### src/rtl/sccb_pkg.sv
// Shared encodings for the SCCB register-access master.
package sccb_pkg;

  typedef enum logic [2:0] {
    StIdle,
    StStart,
    StTxByte,
    StAck,
    StRdByte,
    StMnack,
    StStop,
    StGap
  } sccb_state_e;

  localparam logic [1:0] PH0 = 2'd0;
  localparam logic [1:0] PH1 = 2'd1;
  localparam logic [1:0] PH2 = 2'd2;
  localparam logic [1:0] PH3 = 2'd3;

  // LSB of the slave-ID byte
  localparam logic SCCB_WR = 1'b0;
  localparam logic SCCB_RD = 1'b1;

endpackage

### src/rtl/sccb_bit_timer.sv
// Quarter-bit divider and phase counter; held cleared while run is low.
module sccb_bit_timer #(
  parameter int unsigned QTR = 60
) (
  input  logic       clk,
  input  logic       rst_n,
  input  logic       run,
  output logic [1:0] phase,
  output logic       qtr_end,
  output logic       bit_end
);
  import sccb_pkg::*;

  localparam int unsigned CW = (QTR > 1) ? $clog2(QTR) : 1;

  logic [CW-1:0] r_cnt;
  logic [1:0]    r_phase;

  assign phase   = r_phase;
  assign qtr_end = run && (r_cnt == CW'(QTR - 1));
  assign bit_end = qtr_end && (r_phase == PH3);

  always_ff @(posedge clk or negedge rst_n) begin
    if (!rst_n) begin
      r_cnt   <= '0;
      r_phase <= PH0;
    end else if (!run) begin
      r_cnt   <= '0;
      r_phase <= PH0;
    end else if (qtr_end) begin
      r_cnt   <= '0;
      r_phase <= r_phase + 2'd1;
    end else begin
      r_cnt <= r_cnt + CW'(1);
    end
  end

endmodule

### src/rtl/sccb_master_rw.sv
// SCCB/I2C-style master: 3-phase register writes and 2-phase reads over open-drain SDA/SCL.
module sccb_master_rw
  import sccb_pkg::*;
#(
  parameter int unsigned CLK_FREQ_HZ  = 24_000_000,
  parameter int unsigned SCCB_FREQ_HZ = 100_000,
  parameter logic [6:0]  DEV_ADDR     = 7'h21,
  parameter int unsigned REG_ADDR_W   = 8,
  parameter bit          CHECK_ACK    = 1'b1
) (
  input  logic                  clk,
  input  logic                  rst_n,
  input  logic                  start,
  input  logic                  rw,
  input  logic [REG_ADDR_W-1:0] reg_addr,
  input  logic [7:0]            wdata,
  output logic                  busy,
  output logic                  done,
  output logic                  nack,
  output logic [7:0]            rdata,
  output logic                  scl_o,
  output logic                  sda_oe,
  input  logic                  sda_i
);

  localparam int unsigned QTR = CLK_FREQ_HZ / (4 * SCCB_FREQ_HZ);
  localparam logic [1:0]  NA  = 2'(REG_ADDR_W / 8);

  sccb_state_e r_state, w_state_next;
  logic        r_rw, r_rd_phase, r_nack, r_oe_hold;
  logic [15:0] r_addr;
  logic [7:0]  r_wdata, r_shadow, r_rdata, w_tx_byte;
  logic [2:0]  r_bit;
  logic [1:0]  r_byte, w_phase;
  logic        w_qtr_end, w_bit_end, w_sample, w_final, w_accept;

  sccb_bit_timer #(.QTR(QTR)) u_timer (
    .clk     (clk),
    .rst_n   (rst_n),
    .run     (busy),
    .phase   (w_phase),
    .qtr_end (w_qtr_end),
    .bit_end (w_bit_end)
  );

  assign busy     = (r_state != StIdle);
  assign w_accept = start && !busy;
  assign w_sample = w_qtr_end && (w_phase == PH2);
  // Only the address phase of a read is followed by GAP instead of finishing
  assign w_final  = (r_rw == SCCB_WR) || r_rd_phase || (CHECK_ACK && r_nack);
  assign done     = (r_state == StStop) && w_bit_end && w_final;
  assign nack     = r_nack;
  assign rdata    = r_rdata;

  always_comb begin
    w_tx_byte = r_addr[7:0];
    if (r_rd_phase)                      w_tx_byte = {DEV_ADDR, SCCB_RD};
    else if (r_byte == 2'd0)             w_tx_byte = {DEV_ADDR, SCCB_WR};
    else if (r_byte == NA + 2'd1)        w_tx_byte = r_wdata;
    else if (NA == 2'd2 && r_byte == 2'd1) w_tx_byte = r_addr[15:8];
  end

  always_ff @(posedge clk or negedge rst_n) begin
    if (!rst_n) r_state <= StIdle;
    else        r_state <= w_state_next;
  end

  always_comb begin
    w_state_next = r_state;
    scl_o        = 1'b1;
    sda_oe       = 1'b0;
    unique case (r_state)
      StIdle:   if (start) w_state_next = StStart;
      StStart: begin
        sda_oe = w_phase[1];
        if (w_bit_end) w_state_next = StTxByte;
      end
      StTxByte: begin
        scl_o  = w_phase[1];
        // SDA keeps the previous slot's level through ph0
        sda_oe = (w_phase == PH0) ? r_oe_hold : ~w_tx_byte[~r_bit];
        if (w_bit_end && r_bit == 3'd7) w_state_next = StAck;
      end
      StAck: begin
        scl_o  = w_phase[1];
        sda_oe = (w_phase == PH0) ? r_oe_hold : 1'b0;
        if (w_bit_end) begin
          if (CHECK_ACK && r_nack)            w_state_next = StStop;
          else if (r_rd_phase)                w_state_next = StRdByte;
          else if (r_rw == SCCB_WR ? (r_byte == NA + 2'd1) : (r_byte == NA))
                                              w_state_next = StStop;
          else                                w_state_next = StTxByte;
        end
      end
      StRdByte: begin
        scl_o  = w_phase[1];
        sda_oe = (w_phase == PH0) ? r_oe_hold : 1'b0;
        if (w_bit_end && r_bit == 3'd7) w_state_next = StMnack;
      end
      StMnack: begin
        scl_o  = w_phase[1];
        sda_oe = (w_phase == PH0) ? r_oe_hold : 1'b0;
        if (w_bit_end) w_state_next = StStop;
      end
      StStop: begin
        scl_o  = (w_phase != PH0);
        sda_oe = ~w_phase[1];
        if (w_bit_end) w_state_next = w_final ? StIdle : StGap;
      end
      StGap:    if (w_bit_end) w_state_next = StStart;
      default:  w_state_next = StIdle;
    endcase
  end

  always_ff @(posedge clk or negedge rst_n) begin
    if (!rst_n) begin
      r_rw       <= 1'b0;
      r_addr     <= '0;
      r_wdata    <= '0;
      r_bit      <= '0;
      r_byte     <= '0;
      r_rd_phase <= 1'b0;
      r_nack     <= 1'b0;
      r_oe_hold  <= 1'b0;
      r_shadow   <= '0;
      r_rdata    <= '0;
    end else if (w_accept) begin
      r_rw       <= rw;
      r_addr     <= 16'(reg_addr);
      r_wdata    <= wdata;
      r_bit      <= '0;
      r_byte     <= '0;
      r_rd_phase <= 1'b0;
      r_nack     <= 1'b0;
      r_oe_hold  <= 1'b0;
    end else if (busy) begin
      if (w_sample && r_state == StAck && sda_i)  r_nack   <= 1'b1;
      if (w_sample && r_state == StRdByte)        r_shadow <= {r_shadow[6:0], sda_i};
      if (w_bit_end) begin
        r_oe_hold <= sda_oe;
        // 3-bit counter wraps 7->0 at each byte end
        if (r_state == StTxByte || r_state == StRdByte) r_bit <= r_bit + 3'd1;
        if (r_state == StAck && w_state_next == StTxByte) r_byte <= r_byte + 2'd1;
        if (r_state == StGap) r_rd_phase <= 1'b1;
      end
      if (done && r_rw == SCCB_RD && !r_nack) r_rdata <= r_shadow;
    end
  end

endmodule

### config.mk
export PLATFORM = sky130hd
export DESIGN_NAME = sccb_master_rw
export DESIGN_NICKNAME = d
export VERILOG_FILES = /design/src/rtl/sccb_pkg.sv /design/src/rtl/sccb_bit_timer.sv /design/src/rtl/sccb_master_rw.sv
export SDC_FILE = /design/constraint.sdc
export NUM_CORES = 1
export LEC_CHECK = 0
export CORE_MARGIN = 3
export CORE_UTILIZATION = 35
export CTS_CLUSTER_SIZE = 16
export DETAILED_ROUTE_END_ITERATION = 6
export MAX_ROUTING_LAYER = met4
export PLACE_DENSITY = 0.64
export SETUP_SLACK_MARGIN = 0.4
export SLEW_MARGIN = 20
export SYNTH_ARGS = -nofsm -noshare
export SYNTH_HDL_FRONTEND = slang
export SYNTH_SLANG_ARGS = --single-unit
### constraint.sdc
create_clock -name clk -period 5.4 [get_ports clk]
set_input_delay 0.81 -clock clk [delete_from_list [all_inputs] [get_ports clk]]
set_output_delay 0.81 -clock clk [all_outputs]
set_load 0.02 [all_outputs]
Yosys cells after proc, flatten, opt, wreduce, memory -nomap -nowiden

Cells that the tools add are included.

Register bits after elaboration: 52
Bits of input ports: 21

Add/subtract/negate cells: 4
Magnitude comparators: 1
Equal/unequal tests: 15
Mux-type cells: 45
Bitwise gates (word level): 5
Reduce and logical (&&, ||, !) cells: 38

Operator list:

| kind                  | number |
|---|---|
| $mux W3               | 16 |
| $mux W8               | 3 |
| $pmux W3 S8           | 1 |
| $eq A3 B3 Y1 const B  | 5 |
| $reduce_and A3 Y1     | 5 |
| $mux W1               | 14 |
| $reduce_bool A2 Y1    | 7 |
| $logic_and A1 B1 Y1   | 13 |
| $mux W2               | 6 |
| $mux W6               | 2 |
| $eq A3 B2 Y1 const B  | 3 |
| $add A6 B1 Y6 const B | 1 |
| $eq A2 B2 Y1 const B  | 3 |
| $eq A6 B6 Y1 const B  | 1 |
| $add A2 B1 Y2 const B | 2 |
| $logic_not A2 Y1      | 2 |
| $lt A3 B4 Y1 const B  | 1 |
| $not A1 Y1            | 4 |
| $pmux W1 S4           | 1 |
| $reduce_and A2 Y1     | 2 |
| $reduce_or A4 Y1      | 1 |
| $add A3 B1 Y3 const B | 1 |
| $bmux W1 S3           | 1 |
| $eq A3 B1 Y1 const B  | 1 |
| other kinds (9)       | 12 |

Longest topological paths before layout

Depth after elaboration: 13
Gate-level depth with buffers: 8
Mapped depth without buffers: 7

Cells and area by module

From an unflattened synthesis, not the netlist that was laid out.

Cell total of the unflattened synthesis: 225
Area, all modules: 2630.0 µm²

Modules (own cells, without submodules):

| module         | instances | cells an instance | area each (µm²) |
|---|---|---|---|
| sccb_master_rw | 1         | 188               | 2245.9 |
| sccb_bit_timer | 1         | 37                | 384.1 |

Least setup slack after synthesis

Ideal clock, no wire load.

Path kind: register -> output
Start: register r_byte[0]
End: output port sda_oe
Data arrival time: 1.952 ns
Data required time: 4.590 ns
Path slack: 2.638 ns
Stages on the path, launching flop included: 9
Buffers on the path: 1
Cells stage by stage: dfrtp_1 -> inv_1 -> ha_1 -> buf_2 -> mux4_2 -> and4b_1 -> a21oi_1 -> a21oi_1 -> nor2_1

Word-level cells in the longest chain between the ends: 9
Elaborated cells on any way between the ends: 10
Classes of those cells: eq/ne: 1; mux: 7; bitwise: 1; reduce/logical: 1

RTL lines:

| element                           | line                  | source |
|---|---|---|
| start: declaration                | sccb_master_rw.sv:34  | `logic [1:0] r_byte, w_phase;` |
| start signal: assignment          | sccb_master_rw.sv:143 | `if (r_state == StAck && w_state_next == StTxByte) r_byte <= r_byte + 2'd1;` |
| $eq A2 B2 Y1                      | sccb_master_rw.sv:59  | `else if (r_byte == NA + 2'd1) w_tx_byte = r_wdata;` |
| $mux W8                           | sccb_master_rw.sv:59  |  |
| $mux W8 (*)                       | sccb_master_rw.sv:58  | `else if (r_byte == 2'd0) w_tx_byte = {DEV_ADDR, SCCB_WR};` |
| $mux W8 (*)                       | sccb_master_rw.sv:57  | `if (r_rd_phase) w_tx_byte = {DEV_ADDR, SCCB_RD};` |
| $bmux W1 S3 (*)                   | sccb_master_rw.sv:81  | `sda_oe = (w_phase == PH0) ? r_oe_hold : ~w_tx_byte[~r_bit];` |
| $mux W1 (implied by the code) (*) | sccb_master_rw.sv:81  |  |
| $not A1 Y1 (*)                    | sccb_master_rw.sv:81  |  |
| $mux W1 (*)                       | sccb_master_rw.sv:81  |  |
| $pmux W1 S4 (*)                   | sccb_master_rw.sv:72  | `unique case (r_state)` |
| end: declaration                  | sccb_master_rw.sv:22  | `output logic sda_oe,` |

Mark *: on every way between the ends. The rest lies on a longest branch, timed or not. The select of a mux whose other input is x is not followed.

Worst setup path after layout

Same ends and word-level chain as after synthesis.

==> impl_metrics.yaml <==
finish:
  drive_gt1_frac: 0.2093
  stdcell_count: 354
  n_fill_cell: 694
  antenna_cells: 0
  area_growth_syn_to_layout_pct: 19.64
  nets: 287
worst_hold_path:
  hold-path-cell-count: 1
  min_to: "u_timer.r_cnt[0]"
  hold_start: "u_timer.r_cnt[0]"
  hp-class: "reg2reg"
grt:
  grt_busiest_layer: "met2"
  overflow: 0
  grtUsageTotal: 0.1284
  use_met1: 0.1744
  antenna_found_initial: 0
  grt_pass1_wl_um: 8507
  use_met2: 0.1880
  use_met3: 0.02924
  grt_pass1_vias: 1783
  grt_start_max_net_pins: 53
synthesis:
  synthesis.area_um2: 2606
  synth-xor-area-share: 0.02688
  ys_warn_count: 0
  yosysSeqAreaShare: 0.4993
  synth_top_family_by_area: "multiplexers"
  yosysTopAreaCell: "dfrtp_1"
  synth_edf_count: 0
  synth_fa_ha_area_frac: 0.04321
  syn-num-nets: 257
  synthCells: 227
  synth.area.top_cells: "dfrtp_1, mux2_2, ha_1"
  yosys.area_share.simple: 0.1368
  synth_cell_types: 45
  synth_area_per_cell_um2: 11.48
  synth_compound_area_frac: 0.07873
  synth-main-ff-cell: "dfrtp_1"
  synthArstFlopShare: 1.000
  synth_top_area_share: 0.4993
  synth_mux_area_frac: 0.1834
  synth_seq_cells: 52
sta:
  min_period_over_period: 0.6916
  fmax_mhz: 267.8
  setup_viol: 0
  setup_tns_ns: 0
  max-slew-margin-rel: 0.5188
  rsz0062_at_grt: "false"
  fin_skew_ns: 0.005313
  maxSlewViolCount: 0
  finalCriticalPeriod_ns: 3.735
  finalHoldViolations: 0
  tightest_slew_ns: 0.7210
placement:
  place_inst: 346
  io_buffers: 33
  gp_congestion: 0.8248
  dp_hpwl_um: 3458
critical_path:
  crit_slowest_cell: "clkdlybuf4s50_1"
  crit_chain: "inv_1 > ha_1 > mux4_2 > and4b_1 > a21oi_1 > a21oi_1 > nor2_1 > clkdlybuf4s50_1"
  cp_max_fo: 8
  ff2ff_path_depth: 4
  r2r_start: "r_state[1]"
  path_common_cell: "a21oi_1"
  setup.worst_path.start: "r_byte[0]"
  criticalPathCategory: "reg2out"
  slowest_delay_ns: 0.62
  crit_path_start_kind: "register"
  crit_arrival_ns: 2.92
  cp.required_ns: 4.59
  regToRegSetupSlack_ns: 2.95
  rr_endpoint: "r_wdata[3]"
  endpoint_kind: "primary output"
die:
  die_area_um2: 8517
  rows: 30
  die_h_um: 92.29
  coreArea_um2: 7019
  io_pins: 34
  chipWidth_um: 92.29
  initial_core_util: 0.3713
power_and_ir_drop:
  finalPower_mw: 0.7195
  vdd_drop_max_mv: 0.1010
  power_density_nw_per_um2: 230.7
  p_leak_nw: 1.361
clock_network:
  numCtsBuffers: 5
  cts_tree: "built"
  clockBufferDepth: 2
  clock_sinks: 52
  postCtsSetupBuffers: 0
  cts_max_level: 2
  ctsResizeCount: 0
  clockRootBuffer: "clkbuf_8"
  cts_hold_buf: 0
  clock_latency_ns: 0.31
  cts.clk_slew.worst_paths_ns: 0.09
detailed_routing:
  drtIter0Drc: 80
  drc: 0
  wire_per_inst_um: 13.79
  drt-total-wl_um: 4881
  via_per_inst: 4.918
  drt-pass1-iter-count: 4
  num_vias: 1741
  final_antenna_net_count: 0
outcome:
  outcome: "completed"
flow_run:
  cap_violations: 0
## cells in the mapped netlist, types with 3 or more instances
| master | number |
|---|---|
| dfrtp_1 | 52 |
| o21ai_0 | 6 |
| nand3_1 | 6 |
| xor2_1 | 3 |
| inv_1 | 6 |
| ha_1 | 9 |
| a21oi_1 | 11 |
| nor2_1 | 19 |
| buf_4 | 3 |
| xnor2_1 | 5 |
| mux2_2 | 36 |
| mux2i_1 | 5 |
| nand2_1 | 20 |
| buf_2 | 3 |
| clkbuf_1 | 5 |
| nor2b_1 | 3 |
## metrics by stage
stage	hold WS [ns]	setup slack, ns	utilization	instance area, um^2
global placement	0.4487	2.021	0.4283	3007
detailed placement	0.4704	1.989	0.4283	3007
finish	0.4784	1.665	0.4442	3118
CTS	0.4841	1.626	0.4442	3118
floorplan	0.4329	2.638	-	2606
global route	0.5022	1.451	0.4442	3118
## cell families (layout without fill, tap and decap cells)
group / count (synthesis) / after routing
and+or+nand+nor: 66 / 66
DFF: 52 / 52
muxes: 42 / 42
AOI/OAI and AO/OA: 32 / 32
buffers and inverters: 18 / 49
adders and majority gates: 9 / 9
xor gates and xnor gates: 8 / 8
## final cells by class
cell class / count / area (um^2) / area share
sequential: 52 / 1301 / 0.4173
clock inverter: 3 / 42.54 / 0.01364
tap: 96 / 120.1 / 0.03852
timing repair buffer: 35 / 340.3 / 0.1091
multi-input combinational: 157 / 1222 / 0.3921
inverter: 6 / 22.52 / 0.007223
clock buffer: 5 / 68.82 / 0.02207
## worst max path at each step
stage | cells past startpoint | to
2_1_floorplan | 8 | sda_oe
5_1_grt | 8 | sda_oe
3_5_place_dp | 8 | sda_oe
6_report | 8 | sda_oe
3_3_place_gp | 8 | sda_oe
4_1_cts | 8 | sda_oe
## layout by cell type (no fill, tap or decap), types with 2 or more instances in the layout
cell type        Yosys  layout
dfrtp_1             52      52
mux2_2              36      36
clkdlybuf4s50_1      0      32
nand2_1             20      20
nor2_1              19      19
a21oi_1             11      11
ha_1                 9       9
inv_1                6       6
nand3_1              6       6
o21ai_0              6       6
xnor2_1              5       5
mux2i_1              5       5
clkbuf_8             0       5
xor2_1               3       3
nor2b_1              3       3
nor3_1               2       2
o22ai_1              2       2
a32o_1               2       2
a21o_1               2       2
a311oi_1             2       2
o31ai_1              2       2
buf_4                3       2
## power breakdown
part	internal [mW]	switching (mW)	leakage, nW
combinational	0.0279	0.0199	0.637
clock	0.137	0.128	0.0541
sequential	0.399	0.00835	0.670
## layer usage
layer  routed length, um  vias up
li1                    -      862
met1                2371      845
met2                2255       28
met3                 180        6
met4                  74        0
met5                   0        -
## registers in the layout, indices dropped and copies added, names as in the netlist
name           count
u_timer.phase      2
r_wdata            8
r_state            3
rdata              8
r_shadow           8
r_rd_phase         1
nack               1
r_oe_hold          1
r_bit              3
r_byte             2
r_addr             8
r_rw               1
u_timer.r_cnt      6
## critical path, delay by kind of cell (launching register included)
family | cells | cell delay, ns
multiplexers | 1 | 0.54
buffers and inverters | 2 | 0.71
AO/OA/AOI/OAI | 2 | 0.23
AND/OR/NAND/NOR | 2 | 0.33
flip-flops | 1 | 0.41
adder cells (fa/ha/maj) | 1 | 0.40
(Power assumes the default switching activity.)
==> RTL change 1: new RTL, same flow settings <==
Re-encode `sccb_state_e` (8 states) as one-hot, 8 bits wide.
--- a/src/rtl/sccb_pkg.sv
+++ b/src/rtl/sccb_pkg.sv
@@ -1,15 +1,15 @@
 // Shared encodings for the SCCB register-access master.
 package sccb_pkg;
 
-  typedef enum logic [2:0] {
-    StIdle,
-    StStart,
-    StTxByte,
-    StAck,
-    StRdByte,
-    StMnack,
-    StStop,
-    StGap
+  typedef enum logic [7:0] {
+    StIdle   = 8'b00000001,
+    StStart  = 8'b00000010,
+    StTxByte = 8'b00000100,
+    StAck    = 8'b00001000,
+    StRdByte = 8'b00010000,
+    StMnack  = 8'b00100000,
+    StStop   = 8'b01000000,
+    StGap    = 8'b10000000
   } sccb_state_e;
 
   localparam logic [1:0] PH0 = 2'd0;
Behaviour: no difference found for any inputs over 10 cycles, from zero or initial values and one cycle with rst_n low; not proved beyond that.
==> RTL change 1 against the unedited design <==
Worst setup slack got worse by 47 ps; area after synthesis rose by 14%; count of clock-buffer cells in the layout rose by 10; clock skew rose by 2.4 ps; die area rose by 13%; fmax fell by 1.2%; sequential share of layout area fell by 2.3 points; sequential cell count rose by 5; routed wire length rose by 29%; utilization fell by 0.59 points; final area rose by 16%; largest cell class is now multi-input combinational cells.
Power is not compared: it rests on default switching activity, and its combinational part moved more than twofold at a synthesized area within 25%.
==> RTL change 1: results (changes against the unedited design) <==
Final WL: 6290 um (+29%)
Vias in the first global route: 2231 (+25%)
Dpl cells: 425 (+23%)
Setup WS pre-CTS: 2030 ps (+42.0 ps)
Met2 WL: 3000 um (+33%)
H-tree levels: 3 (+1)
Post-synth EDFFs: 0 (unchanged)
R2R depth: 6 (+2)
Clock Skew: 7.67 ps (+2.35 ps)
Synth Net Count: 326 (+27%)
R2R Path Start: r_state[0]$_DFF_PN1_
Critical Path AT: 2970 ps (+50 ps)
Adder-Cell Fraction of Synth Area: 3.78% (-0.54 points)
Non-filler cells, final: 441 (+25%)
Worst-path clk slew: 60 ps (-30 ps)
Post-synthesis mux area share: 10.6% (-7.7 points)
Overall Global Routing Usage: 14.1% (+1.3 points)
1st-pass router iterations: 4 (unchanged)
Hpwl dp: 4490 um (+30%)
Placer congestion estimate: 0.836 (+1.3%)
Max FO, Critical Path: 14 (+6)
CP endpoint: done
Worst R2R End: rdata[1]$_DFFE_PN0P_
Post-synthesis compound-gate area fraction: 9.66% (+1.8 points)
Worst setup EP type: output port
Global-route met1 utilization: 17.6% (+0.15 points)
Sequential share of the synthesized area: 47.9% (-2.0 points)
Slack of the worst reg-to-reg path: 2790 ps (-160 ps)
Worst-Skew Late Latency: 340 ps (+30 ps)
Commonest cells post-synth: nand2_1, dfrtp_1, nor2_1, mux2_2, nand3_1
First-pass GRT wire length: 10500 um (+24%)
Routed wl met3: 294 um (+63%)
CTS buffer count: 9 (+4)
Netlist cell types: 52 (+16%)
Synth top area cells: dfrtp_1, nand2_1, mux2_2
Hold_ws: 455 ps (-23.6 ps)
Drt initial violations: 95 (+19%)
Mean Syn Cell Area: 10.1 um2 (-12%)
XOR/XNOR Fraction of Synth Area: 2.35% (-0.34 points)
Met2 Track Usage GR: 21.8% (+3.0 points)
Vias/cell: 5.19 (+5.6%)
Largest net degree at the start of global routing: 58 (+9.4%)
Post-layout net count: 361 (+26%)
Met1 wire length: 2940 um (+24%)
Status: completed
Layout cells sized above 1: 14.3% (-6.6 points)
Routing usage on met3: 4.71% (+1.8 points)
Worst setup startpoint: r_state[3]$_DFF_PN0_
Fin crit period: 3780 ps (+47.1 ps)
==> RTL change 1: cell count changes after synthesis, moves of 5 or more <==
cell | unedited run | this run
nand2_1 | 20 | 60
mux2_2 | 36 | 17
nand4_1 | 0 | 8
nand3_1 | 6 | 13
a21oi_1 | 11 | 5
a31oi_1 | 1 | 6
inv_1 | 6 | 11
==> RTL change 1: cell type report <==
cell class / count / area (um2)
tap: 105 / 131
clock buffer: 15 / 196
sequential: 57 / 1430
inverter: 11 / 41.3
multi-input combinational: 217 / 1450
clock inverter: 1 / 30.0
fill: 799 / 4640
timing repair buffer: 35 / 340
==> RTL change 1: stage by stage <==
stage          instance area, um2  power [uW]
3_3_place_gp                 3390         875
3_5_place_dp                 3390         880
5_1_grt                      3620        1390
4_1_cts                      3620        1320
2_1_floorplan                2980         792
6_report                     3620        1310
==> RTL change 1: critical path: stages (launching register included) <==
cell and delay (ps):
dfrtp_1 610, nor2_1 130, and3_1 250, inv_1 270
nand2_1 250, a211oi_1 450, clkdlybuf4s50_1 690
==> RTL change 2: new RTL, same flow settings <==
Without the edit above. Set the parameter `CLK_FREQ_HZ` to 12_000_000 (it was 24_000_000).
--- a/src/rtl/sccb_master_rw.sv
+++ b/src/rtl/sccb_master_rw.sv
@@ -2,7 +2,7 @@
 module sccb_master_rw
   import sccb_pkg::*;
 #(
-  parameter int unsigned CLK_FREQ_HZ  = 24_000_000,
+  parameter int unsigned CLK_FREQ_HZ  = 12_000_000,
   parameter int unsigned SCCB_FREQ_HZ = 100_000,
   parameter logic [6:0]  DEV_ADDR     = 7'h21,
   parameter int unsigned REG_ADDR_W   = 8,
Formal check against the unedited RTL: no difference found for any inputs over 10 cycles, from zero or initial values and one cycle with rst_n low; that may be too few to reach the edited logic, so the function may still have changed.
==> RTL change 2 against the unedited design <==
Worst setup slack got worse by 24 ps; final area fell by 0.92%; sequential cell count decreased by 1; register-to-register slack gained 210 ps; routed wire length up 1.6%; highest routed layer unchanged; critical path depth shrank 1; area after synthesis hardly changed; power down 8.6%.
==> RTL change 2: results (changes against the unedited design) <==
Hpwl dp: 3540 um (+2.4%)
Largest net degree at the start of global routing: 52 (-1.9%)
Placer congestion estimate: 0.798 (-3.3%)
P_leak: 0.00141 uW (+3.7%)
Worst R2R End: r_oe_hold$_DFFE_PN0P_
Comb. pwr: 38.7 uW (-19%)
Setup WS pre-CTS: 1980 ps (-4.08 ps)
Worst min-delay path startpoint: r_addr[3]$_DFFE_PN0P_
CTS root buf: clkbuf_8
WHS Path Cells: 2 (+1)
Slack of the worst reg-to-reg path: 3160 ps (+210 ps)
XOR/XNOR Fraction of Synth Area: 2.02% (-0.67 points)
Status: completed
Synth Net Count: 290 (+13%)
CP max stage delay: 660 ps (+40 ps)
Layout cells sized above 1: 13.2% (-7.7 points)
Final WL: 4960 um (+1.6%)
Drt initial violations: 127 (+59%)
DP Area: 2990 um2 (-0.58%)
Post-layout net count: 318 (+11%)
Worst Hold Path EP: r_addr[3]$_DFFE_PN0P_
Post-synthesis mux area share: 11.1% (-7.2 points)
First-pass GRT wire length: 8740 um (+2.7%)
Max-slew headroom: 53.1% (+1.2 points)
Cell count after synthesis: 259 (+14%)
Post-synthesis compound-gate area fraction: 10.0% (+2.1 points)
Hold_ws: 487 ps (+8.96 ps)
Commonest cells post-synth: nand2_1, dfrtp_1, mux2_2, nor2_1, o21ai_0
Adder-Cell Fraction of Synth Area: 4.81% (+0.48 points)
Clk pwr share: 34.2% (-2.6 points)
Critical Path AT: 2950 ps (+30 ps)
Non-filler cells, final: 384 (+8.5%)
Netlist cell types: 48 (+6.7%)
VDD IR max: 0.109 mV (+8.1%)
Vias in the first global route: 1941 (+8.9%)
Tot Pwr: 657 uW (-8.6%)
Sequential share of the synthesized area: 49.0% (-0.91 points)
Overall Global Routing Usage: 12.9% (+0.10 points)
R2R depth: 7 (+3)
P_sw: 154 uW (-1.2%)
R2R Path Start: r_byte[0]$_DFFE_PN0P_
-- RTL change 2: changes by cell type after synthesis, sizes merged, moves of 7 or more --
| cell | delta |
|---|---|
| a21oi | -8 |
| mux2 | -14 |
| nand2 | +44 |
| o21ai | +7 |
-- RTL change 2: worst min-delay path, stage by stage (launching register included) --
cell     delay [ps]
dfrtp_1         350
nand2_1          50
nand2_1          60
-- RTL change 2: final cells by class --
cell class / instances / area [um2]
multi-input cells: 187 / 1240
clock inverters: 3 / 25.0
fillers: 699 / 3930
flip-flops and latches: 51 / 1280
well taps: 96 / 120
clock buffers: 5 / 68.8
inverters: 8 / 30.0
repair buffers: 34 / 333
-- RTL change 2: metal layers --
layer	track usage, %	vias up	part of all wire [%]
met5	-	-	0
met4	4.70	0	1.7
met3	2.13	6	3.8
met2	20.6	39	48
met1	16.7	929	46
li1	-	940	-
